File: src/rtl/demux_4_pkg.sv
// -----------------------------------------------------------------------------
// demux_4_pkg
// Shared constants for the 4-way buffered demultiplexer: default data width,
// channel count, derived select/counter widths and a population-count helper.
// -----------------------------------------------------------------------------
package demux_4_pkg;

  localparam int REG_W  = 32;                  // default data word width
  localparam int NUM_CH = 4;                   // number of output channels
  localparam int SEL_W  = $clog2(NUM_CH);      // channel select width
  localparam int CNT_W  = $clog2(NUM_CH + 1);  // holds 0..NUM_CH

  // Number of set bits in a channel vector.
  function automatic logic [CNT_W-1:0] popcount(input logic [NUM_CH-1:0] v);
    logic [CNT_W-1:0] c;
    c = '0;
    for (int i = 0; i < NUM_CH; i++) begin
      c = c + {{(CNT_W-1){1'b0}}, v[i]};
    end
    return c;
  endfunction

endpackage : demux_4_pkg

File: src/rtl/demux_slot.sv
// -----------------------------------------------------------------------------
// demux_slot
// One-entry holding slot for a single output channel: a full flag plus a data
// register. A load always wins over a drain, so a slot that is drained and
// loaded on the same edge stays full with the new word (no bubble).
//
// Ports
//   clk_i        clock, rising edge
//   rst_ni       asynchronous active-low reset
//   load_i       write load_data_i into the slot this edge
//   drain_i      sink takes the held word this edge (no effect when empty)
//   load_data_i  word to store
//   full_o       slot holds a word
//   data_o       held word
// -----------------------------------------------------------------------------
module demux_slot
  import demux_4_pkg::*;
#(
  parameter int W = REG_W
) (
  input  logic         clk_i,
  input  logic         rst_ni,
  input  logic         load_i,
  input  logic         drain_i,
  input  logic [W-1:0] load_data_i,
  output logic         full_o,
  output logic [W-1:0] data_o
);

  logic         full_q, full_d;
  logic [W-1:0] data_q, data_d;

  always_comb begin
    // NOTE: every combinational output gets a default first so no path
    // leaves it unassigned, which would infer a latch.
    full_d = full_q;
    data_d = data_q;
    if (drain_i) full_d = 1'b0;
    if (load_i) begin
      full_d = 1'b1;
      data_d = load_data_i;
    end
  end

  // NOTE: the data register is a plain flop, not a memory array, so it takes
  // the async reset like the flag and a cleared channel drives zeros.
  always_ff @(posedge clk_i or negedge rst_ni) begin
    if (!rst_ni) begin
      full_q <= 1'b0;
      data_q <= '0;
    end else begin
      // NOTE: sequential state uses non-blocking assignments so every flop
      // samples pre-edge values regardless of statement order.
      full_q <= full_d;
      data_q <= data_d;
    end
  end

  assign full_o = full_q;
  assign data_o = data_q;

endmodule : demux_slot

File: src/rtl/demux_4.sv
// -----------------------------------------------------------------------------
// demux_4
// Buffered 1-to-4 demultiplexer. Each channel owns a one-entry slot; a word
// presented with iValid is routed to slot iSel and is accepted when that slot
// is empty or is being drained by its sink on the same edge.
//
// Ports
//   iClk          clock, rising edge
//   iReset_n      asynchronous active-low reset
//   iValid        source presents a word
//   oReady        block accepts the presented word this cycle (combinational)
//   iSel          destination channel 0..3
//   iData         presented word
//   oValid[k]     channel k holds a word
//   iReady[k]     sink k takes channel k's word this cycle
//   oZeroBranch .. oThreeBranch   channel 0..3 data
//   oPending      registered count of full channels (0..4)
// -----------------------------------------------------------------------------
module demux_4
  import demux_4_pkg::*;
#(
  parameter int DATA_WIDTH = REG_W
) (
  input  logic                  iClk,
  input  logic                  iReset_n,
  input  logic                  iValid,
  output logic                  oReady,
  input  logic [SEL_W-1:0]      iSel,
  input  logic [DATA_WIDTH-1:0] iData,
  output logic [NUM_CH-1:0]     oValid,
  input  logic [NUM_CH-1:0]     iReady,
  output logic [DATA_WIDTH-1:0] oZeroBranch,
  output logic [DATA_WIDTH-1:0] oOneBranch,
  output logic [DATA_WIDTH-1:0] oTwoBranch,
  output logic [DATA_WIDTH-1:0] oThreeBranch,
  output logic [CNT_W-1:0]      oPending
);

  logic [NUM_CH-1:0]     full;
  logic [NUM_CH-1:0]     load;
  logic [NUM_CH-1:0]     full_next;
  logic [DATA_WIDTH-1:0] slot_data [NUM_CH];
  logic                  accept;
  logic [CNT_W-1:0]      pending_q, pending_d;

  // Slots are cleared by reset, so oReady reads 1 while iReset_n is low.
  assign oReady = ~full[iSel] | iReady[iSel];
  assign accept = iValid & oReady;

  always_comb begin
    load       = '0;
    load[iSel] = accept;
  end

  // Mirrors the slot update so the count is registered alongside the flags.
  assign full_next = load | (full & ~iReady);
  assign pending_d = popcount(full_next);

  always_ff @(posedge iClk or negedge iReset_n) begin
    if (!iReset_n) pending_q <= '0;
    else           pending_q <= pending_d;
  end

  for (genvar k = 0; k < NUM_CH; k++) begin : g_slot
    demux_slot #(.W(DATA_WIDTH)) u_slot (
      .clk_i       (iClk),
      .rst_ni      (iReset_n),
      .load_i      (load[k]),
      .drain_i     (iReady[k]),
      .load_data_i (iData),
      .full_o      (full[k]),
      .data_o      (slot_data[k])
    );
  end

  assign oValid       = full;
  assign oPending     = pending_q;
  assign oZeroBranch  = slot_data[0];
  assign oOneBranch   = slot_data[1];
  assign oTwoBranch   = slot_data[2];
  assign oThreeBranch = slot_data[3];

endmodule : demux_4

File: config.mk
export PLATFORM = sky130hd
export DESIGN_NAME = demux_4
export DESIGN_NICKNAME = d
export VERILOG_FILES = /design/src/rtl/demux_4_pkg.sv /design/src/rtl/demux_slot.sv /design/src/rtl/demux_4.sv
export SDC_FILE = /design/constraint.sdc
export NUM_CORES = 1
export LEC_CHECK = 0
export BUFFER_PORTS_ARGS = -buffer_cell sky130_fd_sc_hd__clkbuf_2
export CORE_MARGIN = 2
export CORE_UTILIZATION = 50
export CTS_CLUSTER_SIZE = 24
export DETAILED_ROUTE_END_ITERATION = 8
export GPL_TIMING_DRIVEN = 0
export PLACE_DENSITY = 0.81
export SYNTH_ARGS = -nofsm -noshare
export SYNTH_HDL_FRONTEND = slang
export SYNTH_SLANG_ARGS = --single-unit
File: constraint.sdc
create_clock -name iClk -period 2.7 [get_ports iClk]
set_clock_uncertainty 0.05 [all_clocks]
set_input_delay 0.675 -clock iClk [delete_from_list [all_inputs] [get_ports iClk]]
set_output_delay 0.675 -clock iClk [all_outputs]
set_load 0.03 [all_outputs]
### Yosys cells after proc, flatten, opt, wreduce, memory -nomap -nowiden

Index checks and enable logic that the tools add are counted.

* add/subtract/negate cells: 3
* order comparisons: 2
* muxes and demuxes: 14
* bitwise gates (word level): 7
* reductions and logical operators: 5

Operators by type and width (count)
* $mux W1: 11
* $and A4 B4 Y4: 2
* $reduce_bool A2 Y1: 4
* $bmux W1 S2: 2
* $not A4 Y4: 1
* $or A4 B4 Y4: 1
* $add A2 B1 Y3: 1
* $add A3 B1 Y3: 1
* $lt A2 B3 Y1 const B: 1
* $add A1 B1 Y2: 1
* $demux W1 S2: 1
* $ge A2 B1 Y1 const B: 1
* $and A1 B1 Y1: 1
* $logic_and A1 B1 Y1: 1
* $not A1 Y1: 1
* $or A1 B1 Y1: 1

* bits in registers: 135
* input bits: 41
* output and inout bits: 136
* word-level logic and storage cells: 40

### Depth between registers and ports, before layout

Gate-level depths: netlist of run 1.

* word-level depth: 10
* gate-level depth with buffers: 7
* depth with buffers taken out: 6

### Modules after synthesis

From an unflattened synthesis of run 1, not the netlist that was laid out.

* cells, all modules: 314
* area total of the unflattened synthesis: 5786.8 um^2

Modules (own cells, without submodules)
* demux_slot: instances 4, cells an instance 71, area an instance 1377.6 um^2, sequential area each 825.8 um^2
* demux_4: instances 1, cells an instance 30, area an instance 276.5 um^2, sequential area each 75.1 um^2

### Worst setup path after synthesis of run 1

No wires, ideal clock.

* path type: input-to-reg
* start point: input iReady[0]
* end point: register pending_q[1] (netlist: oPending[1])
* library setup time: 0.126 ns
* arrival time: 2.238 ns
* data required time: 2.524 ns
* setup slack: 0.286 ns
* cell stages on the path: 7
* buffers on the path: 1
* cell sequence: nand2b_1 nand3b_2 buf_2 nand2_1 fa_1 ha_1 ha_1

* cells in the longest elaborated chain, start to end: 9
* elaborated cells on any way between the ends: 11
* classes of those cells: add/sub: 3; mux: 2; bitwise: 6

RTL lines
* start, declared: RTL line demux_4.sv:31 `input logic [NUM_CH-1:0] iReady,`
* $bmux W1 S2: RTL line demux_4.sv:47 `assign oReady = ~full[iSel] | iReady[iSel];`
* $mux W1 (implied by the code): RTL line demux_4.sv:47
* $or A1 B1 Y1: RTL line demux_4.sv:47
* $and A1 B1 Y1: RTL line demux_4.sv:48 `assign accept = iValid & oReady;`
* $and A4 B4 Y4 (no source line)
* $or A4 B4 Y4 *: RTL line demux_4.sv:56 `assign full_next = load | (full & ~iReady);`
* $add A1 B1 Y2: RTL line demux_4_pkg.sv:18 `c = c + {{(CNT_W-1){1'b0}}, v[i]};`
* $add A2 B1 Y3: RTL line demux_4_pkg.sv:18
* $add A3 B1 Y3 *: RTL line demux_4_pkg.sv:18
* via pending_d[1]: RTL line demux_4.sv:44 `logic [CNT_W-1:0] pending_q, pending_d;`
* end signal, assigned: RTL line demux_4.sv:61 `else pending_q <= pending_d;`
* end, declared: RTL line demux_4.sv:44

Mark *: on every way through the listed nets, which the timed path passes. The rest lies on a longest branch. The select of a mux whose other input is x is not followed.
A chain may end at the register's enable or synchronous reset.

### Worst setup path in the final report of run 1

* start point: register g_slot[2].u_slot.full_q
* end point: output oReady

* cells in the longest elaborated chain, start to end: 4

RTL lines
* start, declared: RTL line demux_slot.sv:30 `logic full_q, full_d;`
* start signal, assigned: RTL line demux_slot.sv:54 `full_q <= full_d;`
* $bmux W1 S2: RTL line demux_4.sv:47
* $mux W1 (implied by the code): RTL line demux_4.sv:47
* $not A1 Y1: RTL line demux_4.sv:47
* $or A1 B1 Y1: RTL line demux_4.sv:47
* end, declared: RTL line demux_4.sv:27 `output logic oReady,`

Every way passes these cells. The select of a mux whose other input is x is not followed.

==> reports/metrics.cfg, run 1 <==
[placement]
port_buffers = 175
globalplace.congestion = 0.819
dp_hpwl_mm = 7.89
pre_cts_ws_ps = -130

[sta]
min_period_ps = 2410
fin_hold_ws_ps = 73.9
rsz0062_at_grt = false
setup_violations = 0
max_freq_mhz = 416
hold_viol_final = 0
tightest_slew_ps = 480
setup_slack_ps = 294
layout_worst_path_cycle_share_pct = 89.1
drv_slew = 0
max-slew-margin-rel_pct = 68.0

[layout]
final.fill_count = 771
multi_input_area_um2 = 1630
syn_to_final_growth_pct = 32.9
num_antenna_cells = 0
fin_nets = 545
seq_area_um2 = 3380
drive_gt1_share_pct = 68.9

[logic_synthesis]
yosys-top-cells-count = 135 x dfrtp_1, 125 x mux2_2, 9 x buf_6, 8 x nand2_1, 5 x buf_4
synth_xor_area_share_pct = 0
synth_compound_area_share_pct = 0.194
syn_area_per_cell_um2 = 16.9
synthSimpleGateAreaFrac_pct = 2.15
synth.top_cell.area_share_pct = 65.3
synth_area_leaders = dfrtp_1 65%, mux2_2 27%, buf_6 2.0%
yosysUniqueCellTypes = 19
yosysSeqAreaShare_pct = 65.3
yosysWarnings = 0
synth.cell_area_um2 = 5170
synth_fa_ha_area_share_pct = 0.871
yosys.area.top_type = dfrtp_1
synthMuxAreaShare_pct = 28.3
synth_flop_cell = dfrtp_1
synthArstFlopShare_pct = 100
synth_most_common_cell = dfrtp_1
ys_seq_elements = 135
synth_top_family_by_area = multiplexers
synth_nets = 350
synth-edff-count = 0
syn-instance-count = 306

[setup_path]
cp_data_required_time_ps = 1980
worstPathCellList = nand2b_1 > mux4_2 > clkbuf_2
reg2reg_slack_ps = 380
max_stage_delay_ps = 490
crit_fanout = 4
critical_path_class = reg -> out
critPathLaunchType = flip-flop
endpoint_kind = output port
crit_arrival_ps = 1680
critPathTopFamily = multiplexers
crit_path_top_delay_cell = mux4_2
cp_num_buf_inv = 1
rr_startpoint = g_slot[0].u_slot.full_o
reg2reg_to = oPending[1]
rr_worst_depth = 7

[global_route]
grt_first_pass_wirelength_mm = 18.1
grt_max_degree = 77
track_usage_pct = 21.3
antenna_found_initial = 0
grt_pass1_vias = 3469
grt_overflow = 0

[worst_hold_path]
hp-class = in -> async

[cts]
cts_tree = yes
cts_sinks = 135
cts_hold_buffers = 0
postCtsResizedCells = 0
clock_path_buffers = 2
clk_latency_ps = 510
clk_pin_slew_ps = 60
cts-root-buf = clkbuf_8
cts_setup_buffers = 0
cts_max_level = 4
cts_made_buffers = 17

[drt]
firstDrtPassIters = 4
wl_per_cell_um = 17.2
initialDrtViolationCount = 85
num_vias = 3253
viasPerCell = 5.00
antenna_left = 0
totalWireLength_mm = 11.2
drcViolationCount = 0

[floorplanning]
start_util_pct = 50.8
core_area_um2 = 10200
die_h_um = 106
io_pins = 177
die_w_um = 106
rows = 37
fp.dieArea_um2 = 11200

[pwr]
power.density_nw_per_um2 = 1010
ir_drop_mv = 0.626
leakagePower_nw = 3.36

[run]
max_cap_viol_count = 0

[outcome]
status = completed

==> stage by stage <==
step | total power [mW] | cell area, µm² | TNS (ps) | util, % | instances
finish | 6.95 | 6880 | 0 | 67.5 | 650
global placement | 4.55 | 6220 | -140580 | 61.1 | 617
global route | 7.25 | 6880 | 0 | 67.5 | 650
CTS | 7.02 | 6880 | 0 | 67.5 | 650
detailed placement | 4.62 | 6250 | -154 | 61.4 | 618
floorplan | 3.95 | 5170 | 0 | - | 306
==> registers in the layout, summed over array words and instances (netlist names) <==
register	cells
g_slot.u_slot.data_o	128
g_slot.u_slot.full_o	4
oPending	3
==> area by class of cell <==
cell class	count	share of cell area (%)
Clock buffer	21	6.53
Timing Repair Buffer	176	13.3
Clock inverter	11	2.49
Tap cell	136	2.47
Buffer	19	2.38
Multi-Input combinational cell	152	23.7
Sequential cell	135	49.1
==> kinds of logic after synthesis <==
logic type,Yosys count
buffers and inverters,19
adders and majority gates,3
muxes,129
AOI/OAI and AO/OA,2
DFF,135
and+or+nand+nor,18
==> layout by cell type, fill, tap and decap left out, drive strengths merged <==
cell | synthesis | final
clkbuf | 2 | 198
dfrtp | 135 | 135
mux2 | 128 | 128
buf | 17 | 18
nand2 | 8 | 8
nand2b | 4 | 4
bufinv | 0 | 4
clkinv | 0 | 4
o21ai | 2 | 2
ha | 2 | 2
clkinvlp | 0 | 2
nor2b | 2 | 2
nand3b | 1 | 1
nand3 | 1 | 1
mux4 | 1 | 1
nor3b | 1 | 1
and3 | 1 | 1
fa | 1 | 1
inv | 0 | 1
==> power by group <==
part / internal [mW] / total, mW / switching, mW
clock: 1.55 / 2.38 / 0.826
combinational: 0.637 / 1.90 / 1.26
sequential: 2.44 / 2.67 / 0.230
total: 4.63 / 6.95 / 2.32
==> worst max path at each step <==
| stage | slack (ps) | to | cells past startpoint | start |
|---|---|---|---|---|
| global placement | -1050 | g_slot[3].u_slot.data_o[20] | 1 | iReset_n |
| finish | 290 | oReady | 3 | g_slot[2].u_slot.full_o |
| CTS | 270 | oReady | 3 | g_slot[2].u_slot.full_o |
| floorplan | 290 | oPending[1] | 7 | iReady[0] |
| detailed placement | -130 | oPending[1] | 8 | iReady[0] |
| global route | 220 | oReady | 3 | g_slot[0].u_slot.full_o |
==> worst reg2reg max path, cell delays in order (launching register included) <==
cell and delay, ps:
dfrtp_1 350, nand2b_1 130, nand3b_2 230, buf_2 320, nand2_1 140, fa_1 490, ha_1 220, ha_1 270
==> metal layers <==
| layer | GRT usage (%) | vias to the layer above | wire length [µm] |
|---|---|---|---|
| met5 | 0 | - | 0 |
| met4 | 6.86 | 0 | 155 |
| met3 | 7.54 | 16 | 742 |
| met2 | 33.7 | 126 | 5500 |
| met1 | 27.5 | 1639 | 4760 |
| li1 | - | 1472 | - |
No activity file was read; power rests on OpenSTA's default activity.
==> run 2, diff against run 1 <==
--- a/config.mk
+++ b/config.mk
@@ -6,6 +6,7 @@
 export NUM_CORES = 1
 export LEC_CHECK = 0
 export BUFFER_PORTS_ARGS = -buffer_cell sky130_fd_sc_hd__clkbuf_2
+export CORE_ASPECT_RATIO = 1.1
 export CORE_MARGIN = 2
 export CORE_UTILIZATION = 50
 export CTS_CLUSTER_SIZE = 24
==> reports/metrics.cfg, run 2 (synthesis results as in run 1) <==
[sta]
setup_violations = 0
min_period_ps = 2390
fin_hold_ws_ps = 87.3
rsz0062_at_grt = false
tightest_slew_ps = 477
max_freq_mhz = 419
max-slew-margin-rel_pct = 68.2
hold_viol_final = 0
tns_ps = 0
layout_worst_path_cycle_share_pct = 88.4
drv_slew = 0

[pwr]
ir_drop_mv = 0.567
power_mw = 6.92
power.density_nw_per_um2 = 1010
leakagePower_nw = 3.35

[cts]
clk_pin_slew_ps = 50
cts_tree = yes
cts_setup_buffers = 0
cts_hold_buffers = 0
cts_made_buffers = 17
postCtsResizedCells = 0
clk_latency_ps = 500
cts-root-buf = clkbuf_8
cts_max_level = 4
clock_path_buffers = 2
cts_sinks = 135

[layout]
final.fill_count = 717
num_antenna_cells = 0
utilization_pct = 68.5
largest_register_ffs = 128
final_cell_mix = 176 x clkbuf_2, 135 x dfrtp_1, 125 x mux2_2
fin_nets = 545
layout_commonest_cell = clkbuf_2
syn_to_final_growth_pct = 32.2
stdcell_area_um2 = 6840
drive_gt1_share_pct = 68.4

[placement]
place_area_um2 = 6230
globalplace.congestion = 0.821
dp_hpwl_mm = 7.97
port_buffers = 175

[global_route]
grt_max_degree = 78
grt_overflow = 0
grt_pass1_vias = 3564
antenna_found_initial = 0
busiest_layer = met2
use_met2_pct = 34.8
grt_use_met3_pct = 7.44
grt_first_pass_wirelength_mm = 18.2
track_usage_pct = 21.1
grt_util_met1_pct = 25.2

[drt]
drcViolationCount = 0
antenna_left = 0
viasPerCell = 5.13
firstDrtPassIters = 4
initialDrtViolationCount = 61
num_vias = 3247
totalWireLength_mm = 11.2
wl_per_cell_um = 17.7

[floorplanning]
die_h_um = 111
rows = 38
core_area_um2 = 9980
io_pins = 177
die_w_um = 101
start_util_pct = 51.8
fp.dieArea_um2 = 11200

[setup_path]
endpoint_kind = output port
cp_data_required_time_ps = 1980
cp_num_buf_inv = 1
critical_path_class = reg -> out
max_stage_delay_ps = 480
crit_path_top_delay_cell = mux4_2
critPathLaunchType = flip-flop
worstPathCellList = nand2b_1 > mux4_2 > clkbuf_2
crit_arrival_ps = 1660
critPathTopFamily = multiplexers
crit_fanout = 4

[run]
max_cap_viol_count = 0

[worst_hold_path]
hp-class = in -> async

[outcome]
status = completed

## run 2: cell count changes in the layout (fill, tap and decap cells not counted)
cell | previous run | this run
inv_6 | 1 | 0
clkinvlp_4 | 2 | 1
clkinv_4 | 2 | 1
clkbuf_1 | 2 | 4
## run 2: worst register-to-register path, delay by kind of cell, from the launching register on
kind / cells / cell delay [ps]
fa+ha+maj: 3 / 960
buf+inv: 1 / 310
flops: 1 / 350
simple gates: 3 / 460
## run 2: cell type report
type	count	area [µm²]	area share, %
plain buffers	19	164	2.40
multi-input cells	152	1630	23.8
clock buffers	23	457	6.68
well taps	120	150	2.20
repair buffers	176	912	13.3
flip-flops and latches	135	3380	49.4
clock inverters	8	146	2.14
## run 2: stage by stage
step,setup WS [ps],std cells
6_report,313,633
5_1_grt,239,633
4_1_cts,274,633
3_5_place_dp,-84.7,602
3_3_place_gp,-1050,601
2_1_floorplan,286,306
## run 2: final timing paths
kind	cells after the start	slack, ps	end	start
worst max-delay path	3	310	oReady	g_slot[0].u_slot.full_o
worst min-delay path	1	90	g_slot[3].u_slot.full_o	iReset_n
worst max register to register	7	460	oPending[1]	g_slot[0].u_slot.full_o
worst min register to register	1	450	g_slot[1].u_slot.data_o[19]	g_slot[1].u_slot.data_o[19]
max in group asynchronous	2	1800	g_slot[1].u_slot.data_o[11]	iReset_n
min in group iClk	2	390	g_slot[3].u_slot.data_o[7]	iData[7]
## run 2: metal layers
metal	vias to the layer above	wire length, µm	part of all wire, %
li1	1462	-	-
met1	1648	4520	40
met2	118	5680	51
met3	19	782	7.0
met4	0	189	1.7
met5	-	0	0
## run 2: report_power, final
| part | total (mW) | leakage, nW | internal, mW | switching, mW |
|---|---|---|---|---|
| Sequential | 2.67 | 1.61 | 2.44 | 0.223 |
| Combinational | 1.91 | 1.45 | 0.637 | 1.27 |
| Clock | 2.34 | 0.292 | 1.54 | 0.802 |
| Total | 6.92 | 3.35 | 4.62 | 2.30 |
